$ cat config.mk
export PLATFORM = sky130hd
export DESIGN_NAME = ascon_ct_serializer
export DESIGN_NICKNAME = d
export VERILOG_FILES = /design/src/rtl/ascon_ct_serializer.sv
export SDC_FILE = /design/constraint.sdc
export NUM_CORES = 1
export LEC_CHECK = 0
export CAP_MARGIN = 20
export CORE_MARGIN = 1.5
export CORE_UTILIZATION = 65
export DETAILED_ROUTE_END_ITERATION = 6
export DONT_BUFFER_PORTS = 1
export PLACE_DENSITY = 0.81
export RECOVER_POWER = 50
export SYNTH_ARGS = -nofsm -noshare
export SYNTH_HDL_FRONTEND = slang
export SYNTH_SLANG_ARGS = --single-unit
export TNS_END_PERCENT = 1
$ cat constraint.sdc
create_clock -name clock_i -period 2.72 [get_ports clock_i]
set_input_delay 0.544 -clock clock_i [delete_from_list [all_inputs] [get_ports clock_i]]
set_output_delay 0.544 -clock clock_i [all_outputs]
set_load 0.02 [all_outputs]
$ cat src/rtl/ascon_ct_serializer.sv
// Streams a 64-bit cipher block or a 128-bit tag out as big-endian 32-bit words.
// Sticky overflow flags loads that arrive mid-transfer.
module ascon_ct_serializer (
  input  logic         clock_i,
  input  logic         resetb_i,
  input  logic         load_i,
  input  logic         kind_i,
  input  logic [127:0] data_i,
  output logic         load_ready_o,
  output logic [31:0]  word_o,
  output logic         valid_o,
  input  logic         ready_i,
  output logic         last_o,
  output logic         kind_o,
  output logic         done_o,
  output logic         overflow_o,
  input  logic         clear_i
);

  typedef enum logic {S_IDLE, S_SEND} state_t;

  state_t       state_q, state_d;
  logic [127:0] sr_q, sr_d;
  logic [2:0]   cnt_q, cnt_d;
  logic         kind_q, kind_d;
  logic         done_q, done_d;
  logic         ovf_q, ovf_d;

  // Handshake: a word transfers on a rising edge where valid_o and ready_i are
  // both 1; word_o/last_o/kind_o hold and valid_o stays high until that happens.
  always_ff @(posedge clock_i or negedge resetb_i) begin
    if (!resetb_i) begin
      state_q <= S_IDLE;
      sr_q    <= '0;
      cnt_q   <= '0;
      kind_q  <= 1'b0;
      done_q  <= 1'b0;
      ovf_q   <= 1'b0;
    end else begin
      state_q <= state_d;
      sr_q    <= sr_d;
      cnt_q   <= cnt_d;
      kind_q  <= kind_d;
      done_q  <= done_d;
      ovf_q   <= ovf_d;
    end
  end

  always_comb begin
    state_d = state_q;
    sr_d    = sr_q;
    cnt_d   = cnt_q;
    kind_d  = kind_q;
    done_d  = 1'b0;
    ovf_d   = ovf_q;
    case (state_q)
      S_IDLE: begin
        if (load_i) begin
          state_d = S_SEND;
          sr_d    = kind_i ? data_i : {data_i[63:0], 64'h0};
          cnt_d   = kind_i ? 3'd4 : 3'd2;
          kind_d  = kind_i;
        end
      end
      S_SEND: begin
        if (ready_i) begin
          // Zeros shift in, so word_o returns to 0 once the item is drained.
          sr_d  = {sr_q[95:0], 32'h0};
          cnt_d = cnt_q - 3'd1;
          if (cnt_q == 3'd1) begin
            state_d = S_IDLE;
            done_d  = 1'b1;
          end
        end
      end
      default: state_d = S_IDLE;
    endcase
    if (clear_i) begin
      ovf_d = 1'b0;
    end else if ((state_q == S_SEND) && load_i) begin
      ovf_d = 1'b1;
    end
  end

  assign load_ready_o = (state_q == S_IDLE);
  assign valid_o      = (state_q == S_SEND);
  assign word_o       = sr_q[127:96];
  assign last_o       = (state_q == S_SEND) && (cnt_q == 3'd1);
  assign kind_o       = kind_q;
  assign done_o       = done_q;
  assign overflow_o   = ovf_q;

endmodule
==> results of run 1 <==
[layer usage]
metal	vias to the layer above	global-route usage (%)	share of wire, %
met2	208	44.9	49
met3	28	7.47	6.8
met5	-	0	0
met1	2649	35.2	43
met4	0	11.5	1.9
li1	2553	-	-
[power groups by stage]
stage / clock, mW / sequential (mW) / combinational (mW)
after floorplan: 0 / 3.07 / 2.13
after global placement: 0 / 3.57 / 1.52
after detailed placement: 0 / 3.60 / 1.61
after CTS: 2.13 / 3.57 / 1.62
after global routing: 2.21 / 3.67 / 1.83
final: 2.10 / 3.57 / 1.61
[final cells by class]
| type | count | area share (%) |
|---|---|---|
| Timing Repair Buffer | 10 | 1.14 |
| Sequential cell | 135 | 44.1 |
| Tap cell | 140 | 2.29 |
| Clock buffer | 26 | 6.38 |
| Clock inverter | 4 | 0.588 |
| Inverter | 4 | 0.196 |
| Multi-Input combinational cell | 532 | 45.3 |
[synth_stat cells]
| cell type | count | share of area, % |
|---|---|---|
| inv_1 | 3 | 0.15 |
| nor2b_2 | 1 | 0.12 |
| clkbuf_2 | 1 | 0.067 |
| a211o_1 | 62 | 7.3 |
| o21ai_0 | 38 | 2.5 |
| ha_1 | 2 | 0.33 |
| clkbuf_1 | 22 | 1.1 |
| buf_2 | 29 | 1.9 |
| nand2_1 | 101 | 5.1 |
| dfrtp_1 | 135 | 45 |
| xor2_1 | 1 | 0.12 |
| a21o_1 | 1 | 0.10 |
| nor3b_1 | 1 | 0.10 |
| a21oi_1 | 3 | 0.20 |
| nand2b_1 | 1 | 0.084 |
| o22ai_1 | 1 | 0.084 |
| nor2b_1 | 1 | 0.084 |
| a22oi_1 | 32 | 3.2 |
| o21ai_1 | 90 | 6.0 |
| mux2i_4 | 1 | 0.30 |
| nor2_1 | 66 | 3.3 |
| mux2_2 | 3 | 0.45 |
| mux2i_1 | 125 | 17 |
| buf_6 | 5 | 0.75 |
| clkinv_1 | 1 | 0.050 |
| a211oi_1 | 2 | 0.20 |
| buf_4 | 43 | 4.3 |
[registers in the layout (all words and copies together) (netlist names)]
register and count:
cnt_q 3, done_o 1, kind_o 1, overflow_o 1, sr_q 128, valid_o 1
[critical path: cells and delay by family (launching register included)]
family           cells  cell delay, ps
flip-flops           1             750
AND/OR/NAND/NOR      2             560
[cells by family (layout without fill, tap and decap cells)]
logic type,after synthesis,after routing
compound gates,229,229
xor+xnor,1,1
fa+ha+maj,2,2
buf+inv,104,44
flops,135,135
mux,129,129
simple gates,171,171
[how the worst max path moves through the flow]
stage / start / to / slack (ps) / cells after the start
after CTS: valid_o$_DFF_PN0_ / last_o / 420 / 2
after global routing: valid_o$_DFF_PN0_ / last_o / 350 / 2
after detailed placement: valid_o$_DFF_PN0_ / sr_q[39]$_DFFE_PN0P_ / 680 / 4
after global placement: valid_o$_DFF_PN0_ / sr_q[36]$_DFFE_PN0P_ / 780 / 4
after floorplan: valid_o$_DFF_PN0_ / last_o / 990 / 4
final: valid_o$_DFF_PN0_ / last_o / 440 / 2
==> metrics.md, run 1 <==
| Metric | Value |
|---|---|
| Status | finished, violations left |
| Failing checks | negative hold slack |
| Crit end category | output pin |
| First-pass GRT wire length | 25500 um |
| CP Cell Sequence | nand2_1 > nor2_1 |
| Final Setup Violations | 0 |
| Cell Pwr Density | 950 nW/um^2 |
| Reg2reg end | sr_q[39]$_DFFE_PN0P_ |
| Die width | 110 um |
| Fin crit share | 84.0% |
| Area of the multi-input gates | 3470 um^2 |
| Fin cells | 851 |
| Crit Path Class | reg2out |
| Core area | 11000 um^2 |
| Placed cell areas | 7130 um^2 |
| Critical Path Fanout Max | 28 |
| R2r worst-path depth | 4 |
| Final hold vios | 135 |
| Final hold slack | -179 ps |
| Reg area | 3380 um^2 |
| Synth Register Bits | 135 |
| GPL Wtd Cong | 0.788 |
| Avg Inst Size Synth | 9.69 um^2 |
| Setup Fix Bufs, Post-CTS | 0 |
| Wirelength, routed | 16200 um |
| Die area | 12100 um^2 |
| WP data arrival | 1740 ps |
| Number of global-route vias before repair | 5311 |
| Startpoint Class | flip-flop |
| Leakage Power | 3.49 nW |
| Commonest non-fill, non-tap cell in the layout | dfrtp_1 |
| Overall power | 7.28 mW |
| Wire per inst | 19.1 um |
| Slowest CP cell | dfrtp_2 |
| Root buffer cell | clkbuf_16 |
| Warnings from Yosys | 0 |
| Drt first pass iters | 6 |
| Gates resized, CTS repair | 0 |
| Synthesized area | 7470 um^2 |
| Post-route setup TNS | 0 ps |
| Flop2flop setup slack | 670 ps |
| Worst slack, placed | 677 ps |
| Effective utilization at floorplan | 67.7% |
| Sequential power share | 49.1% |
| Num CTS Buffers | 17 |
| Final Instance Area | 7660 um^2 |
| Drt drc | 0 |
| H-tree levels | 4 |
| Placed cells | 821 |
| Worst stage delay on the critical path | 750 ps |
| Net Sw Frac | 35.6% |
| Final net count | 836 |
| R2R Path Start | valid_o$_DFF_PN0_ |
| PnR worst setup slack | 437 ps |
| Tmin final | 2280 ps |
| CTS tree | done |
| Most frequent cells in the layout | dfrtp_1 (134), mux2i_1 (125), nand2_1 (101) |
| Peak VDD IR | 0.000567 V |
| Share of cells above drive strength 1 | 5.91% |
| IO Pins | 172 |
| Via count | 5438 |
| Port bufs | 0 |
| Final Util | 69.5% |
| Die Y-Extent | 110 um |
| Area growth from synthesis to layout | 2.60% |
| Synthesized net count | 907 |
| Max-slew headroom | 59.8% |
| Skew final | 5.93 ps |
| Post-DP HPWL | 10300 um |
| Adder-cell share of the synthesized area | 0.335% |
| Filler cell count | 834 |
| Routed Antenna Nets | 0 |
| Clk sinks | 135 |
| Vias/cell | 6.39 |
| Psw | 2.60 mW |
| Max frequency | 0.438 GHz |
| Internal | 4.69 mW |
| Least-Margin Pin Slew | 603 ps |
| Number of library cell types mapped by synthesis | 27 |
| WP data required | 2180 ps |
| Synth Area in XOR/XNOR | 0.117% |
| Combinational share of power | 22.1% |
| Post-synthesis sequential area ratio | 45.2% |
| Congestion Overflow GR | 0 |
| Ant. Diodes | 0 |
| Max clock buf depth | 2 |
| Simple-gate share of the synthesized area | 8.78% |
| Cells after synthesis | 771 |
| Initial DRC Count | 347 |
| Max-cap check violation count | 0 |
| Unrepaired setup endpoints after global routing | no |
| Synth Area in Compound Gates | 19.6% |
| Latest clock arrival within the worst-skew pair | 420 ps |
| Clk pin slew, worst setup/hold paths | 60 ps |
| Hold WC Path Type | in2async |
| Maximum number of pins on one net before global-route repair | 136 |
| Multiplexer area fraction after synthesis | 17.5% |
| Clk pwr share | 28.9% |
| Max-slew violations | 0 |
| # rows | 38 |
| Global Route Usage Sum | 27.7% |
| Largest family of logic cells by synthesized area | compound AO/OA/AOI/OAI gates |
| Initial antenna violation count | 0 |
No activity file was read; power rests on OpenSTA's default activity.
==> inputs of run 2 (changes only) <==
--- a/config.mk
+++ b/config.mk
@@ -7,10 +7,10 @@
 export LEC_CHECK = 0
 export CAP_MARGIN = 20
 export CORE_MARGIN = 1.5
-export CORE_UTILIZATION = 65
+export CORE_UTILIZATION = 64
 export DETAILED_ROUTE_END_ITERATION = 6
 export DONT_BUFFER_PORTS = 1
-export PLACE_DENSITY = 0.81
+export PLACE_DENSITY = 0.8
 export RECOVER_POWER = 50
 export SYNTH_ARGS = -nofsm -noshare
 export SYNTH_HDL_FRONTEND = slang
==> constraint.sdc (replaced) <==
create_clock -name clock_i -period 2.2 [get_ports clock_i]
set_input_delay 0.44 -clock clock_i [delete_from_list [all_inputs] [get_ports clock_i]]
set_output_delay 0.44 -clock clock_i [all_outputs]
set_load 0.02 [all_outputs]
==> metrics.md, run 2 (same netlist as run 1, synthesis figures left out) <==
| Metric | Value |
|---|---|
| Final hold slack | -287 ps |
| Fin crit share | 94.5% |
| Max-slew violations | 0 |
| Final hold vios | 135 |
| Global Route Usage Sum | 26.7% |
| Most frequent cells in the layout | dfrtp_1 (134), mux2i_1 (125), nand2_1 (101) |
| Die width | 111 um |
| Drt drc | 0 |
| Root buffer cell | clkbuf_16 |
| Flop2flop setup slack | 480 ps |
| Gates resized, CTS repair | 0 |
| Post-route setup TNS | 0 ps |
| Slowest CP cell | dfrtp_2 |
| Core area | 11400 um^2 |
| WP data required | 1760 ps |
| Placed cell areas | 7190 um^2 |
| Peak VDD IR | 0.000642 V |
| Post-DP HPWL | 10200 um |
| Top flop regs | sr_q (128), cnt_q (3) |
| Clk pin slew, worst setup/hold paths | 60 ps |
| Leakage Power | 3.51 nW |
| Area growth from synthesis to layout | 3.15% |
| Effective utilization at floorplan | 65.4% |
| Skew final | 6.53 ps |
| Status | finished, violations left |
| Latest clock arrival within the worst-skew pair | 420 ps |
| Least-Margin Pin Slew | 487 ps |
| Placed cells | 826 |
| IO Pins | 172 |
| Congestion Overflow GR | 0 |
| First-pass GRT wire length | 26300 um |
| Tmin final | 2080 ps |
| Overall power | 8.99 mW |
| Max FFs per register | 128 |
| Share of cells above drive strength 1 | 6.31% |
| Filler cell count | 885 |
| GPL Wtd Cong | 0.776 |
| Max clock buf depth | 2 |
| Critical Path Fanout Max | 21 |
| Final net count | 838 |
| Clk sinks | 135 |
| Routed Antenna Nets | 0 |
| Largest Register | sr_q |
| Crit Path Class | reg2out |
| # rows | 39 |
| Drt first pass iters | 5 |
| Fin cells | 856 |
| Max-cap check violation count | 0 |
| Area of the multi-input gates | 3470 um^2 |
| Unrepaired setup endpoints after global routing | no |
| Die Y-Extent | 111 um |
| Final Setup Violations | 0 |
| Port bufs | 0 |
| Max frequency | 0.481 GHz |
| Number of global-route vias before repair | 5370 |
| Initial antenna violation count | 0 |
| Die area | 12300 um^2 |
| Hold WC Path Type | in2async |
| Ant. Diodes | 0 |
| Vias/cell | 6.33 |
| Reg area | 3380 um^2 |
| Crit end category | output pin |
| H-tree levels | 4 |
| Via count | 5418 |
| Maximum number of pins on one net before global-route repair | 136 |
| Num CTS Buffers | 17 |
| Cell Pwr Density | 1170 nW/um^2 |
| Max-slew headroom | 67.5% |
| Commonest non-fill, non-tap cell in the layout | dfrtp_1 |
| Final Instance Area | 7700 um^2 |
| Initial DRC Count | 438 |
| CTS tree | done |
| WP data arrival | 1640 ps |
| CP Cell Sequence | nand2_1 > nor2_1 |
| Setup Fix Bufs, Post-CTS | 0 |
| Startpoint Class | flip-flop |
| Worst stage delay on the critical path | 670 ps |
| Failing checks | negative hold slack |
| Wire per inst | 18.9 um |
| Wirelength, routed | 16200 um |
[run 2: path summary, 6_finish.rpt]
check	from	end	cells past startpoint
max	valid_o$_DFF_PN0_	last_o	2
min	resetb_i	sr_q[101]$_DFFE_PN0P_	0
max reg2reg	valid_o$_DFF_PN0_	sr_q[46]$_DFFE_PN0P_	4
min reg2reg	sr_q[35]$_DFFE_PN0P_	sr_q[35]$_DFFE_PN0P_	2
max in group asynchronous	resetb_i	sr_q[116]$_DFFE_PN0P_	0
min in group clock_i	clear_i	overflow_o$_DFFE_PN0P_	1
[run 2: cell type report]
| class | count | share of cell area (%) |
|---|---|---|
| multi-input cells | 532 | 45.1 |
| flip-flops and latches | 135 | 43.9 |
| clock buffers | 26 | 6.48 |
| well taps | 143 | 2.32 |
| repair buffers | 12 | 1.82 |
| clock inverters | 4 | 0.260 |
| inverters | 4 | 0.195 |
[run 2: per-stage QoR]
step	util [%]	hold WS, ps	worst slack (ps)
floorplan	-	144	569
global placement	62.9	149	544
detailed placement	62.9	148	509
CTS	67.5	-300	95.6
global route	67.5	-298	51.4
finish	67.5	-287	122
[run 2: critical path: cells and delay by family, from the launching register on]
family        cells  cell delay (ps)
flops             1              670
simple gates      2              540
[run 2: per-layer routing]
metal,vias up,part of all wire (%),GRT usage (%)
met5,-,0,0
met4,0,1.9,10.6
met3,31,6.5,6.83
met2,202,49,43.5
met1,2623,42,34.5
li1,2562,-,-
[run 2: power by group]
| part | leakage [nW] | switching, mW | internal [mW] |
|---|---|---|---|
| logic | 1.43 | 1.13 | 0.914 |
| registers | 1.83 | 1.11 | 3.30 |
| clock network | 0.260 | 0.993 | 1.54 |
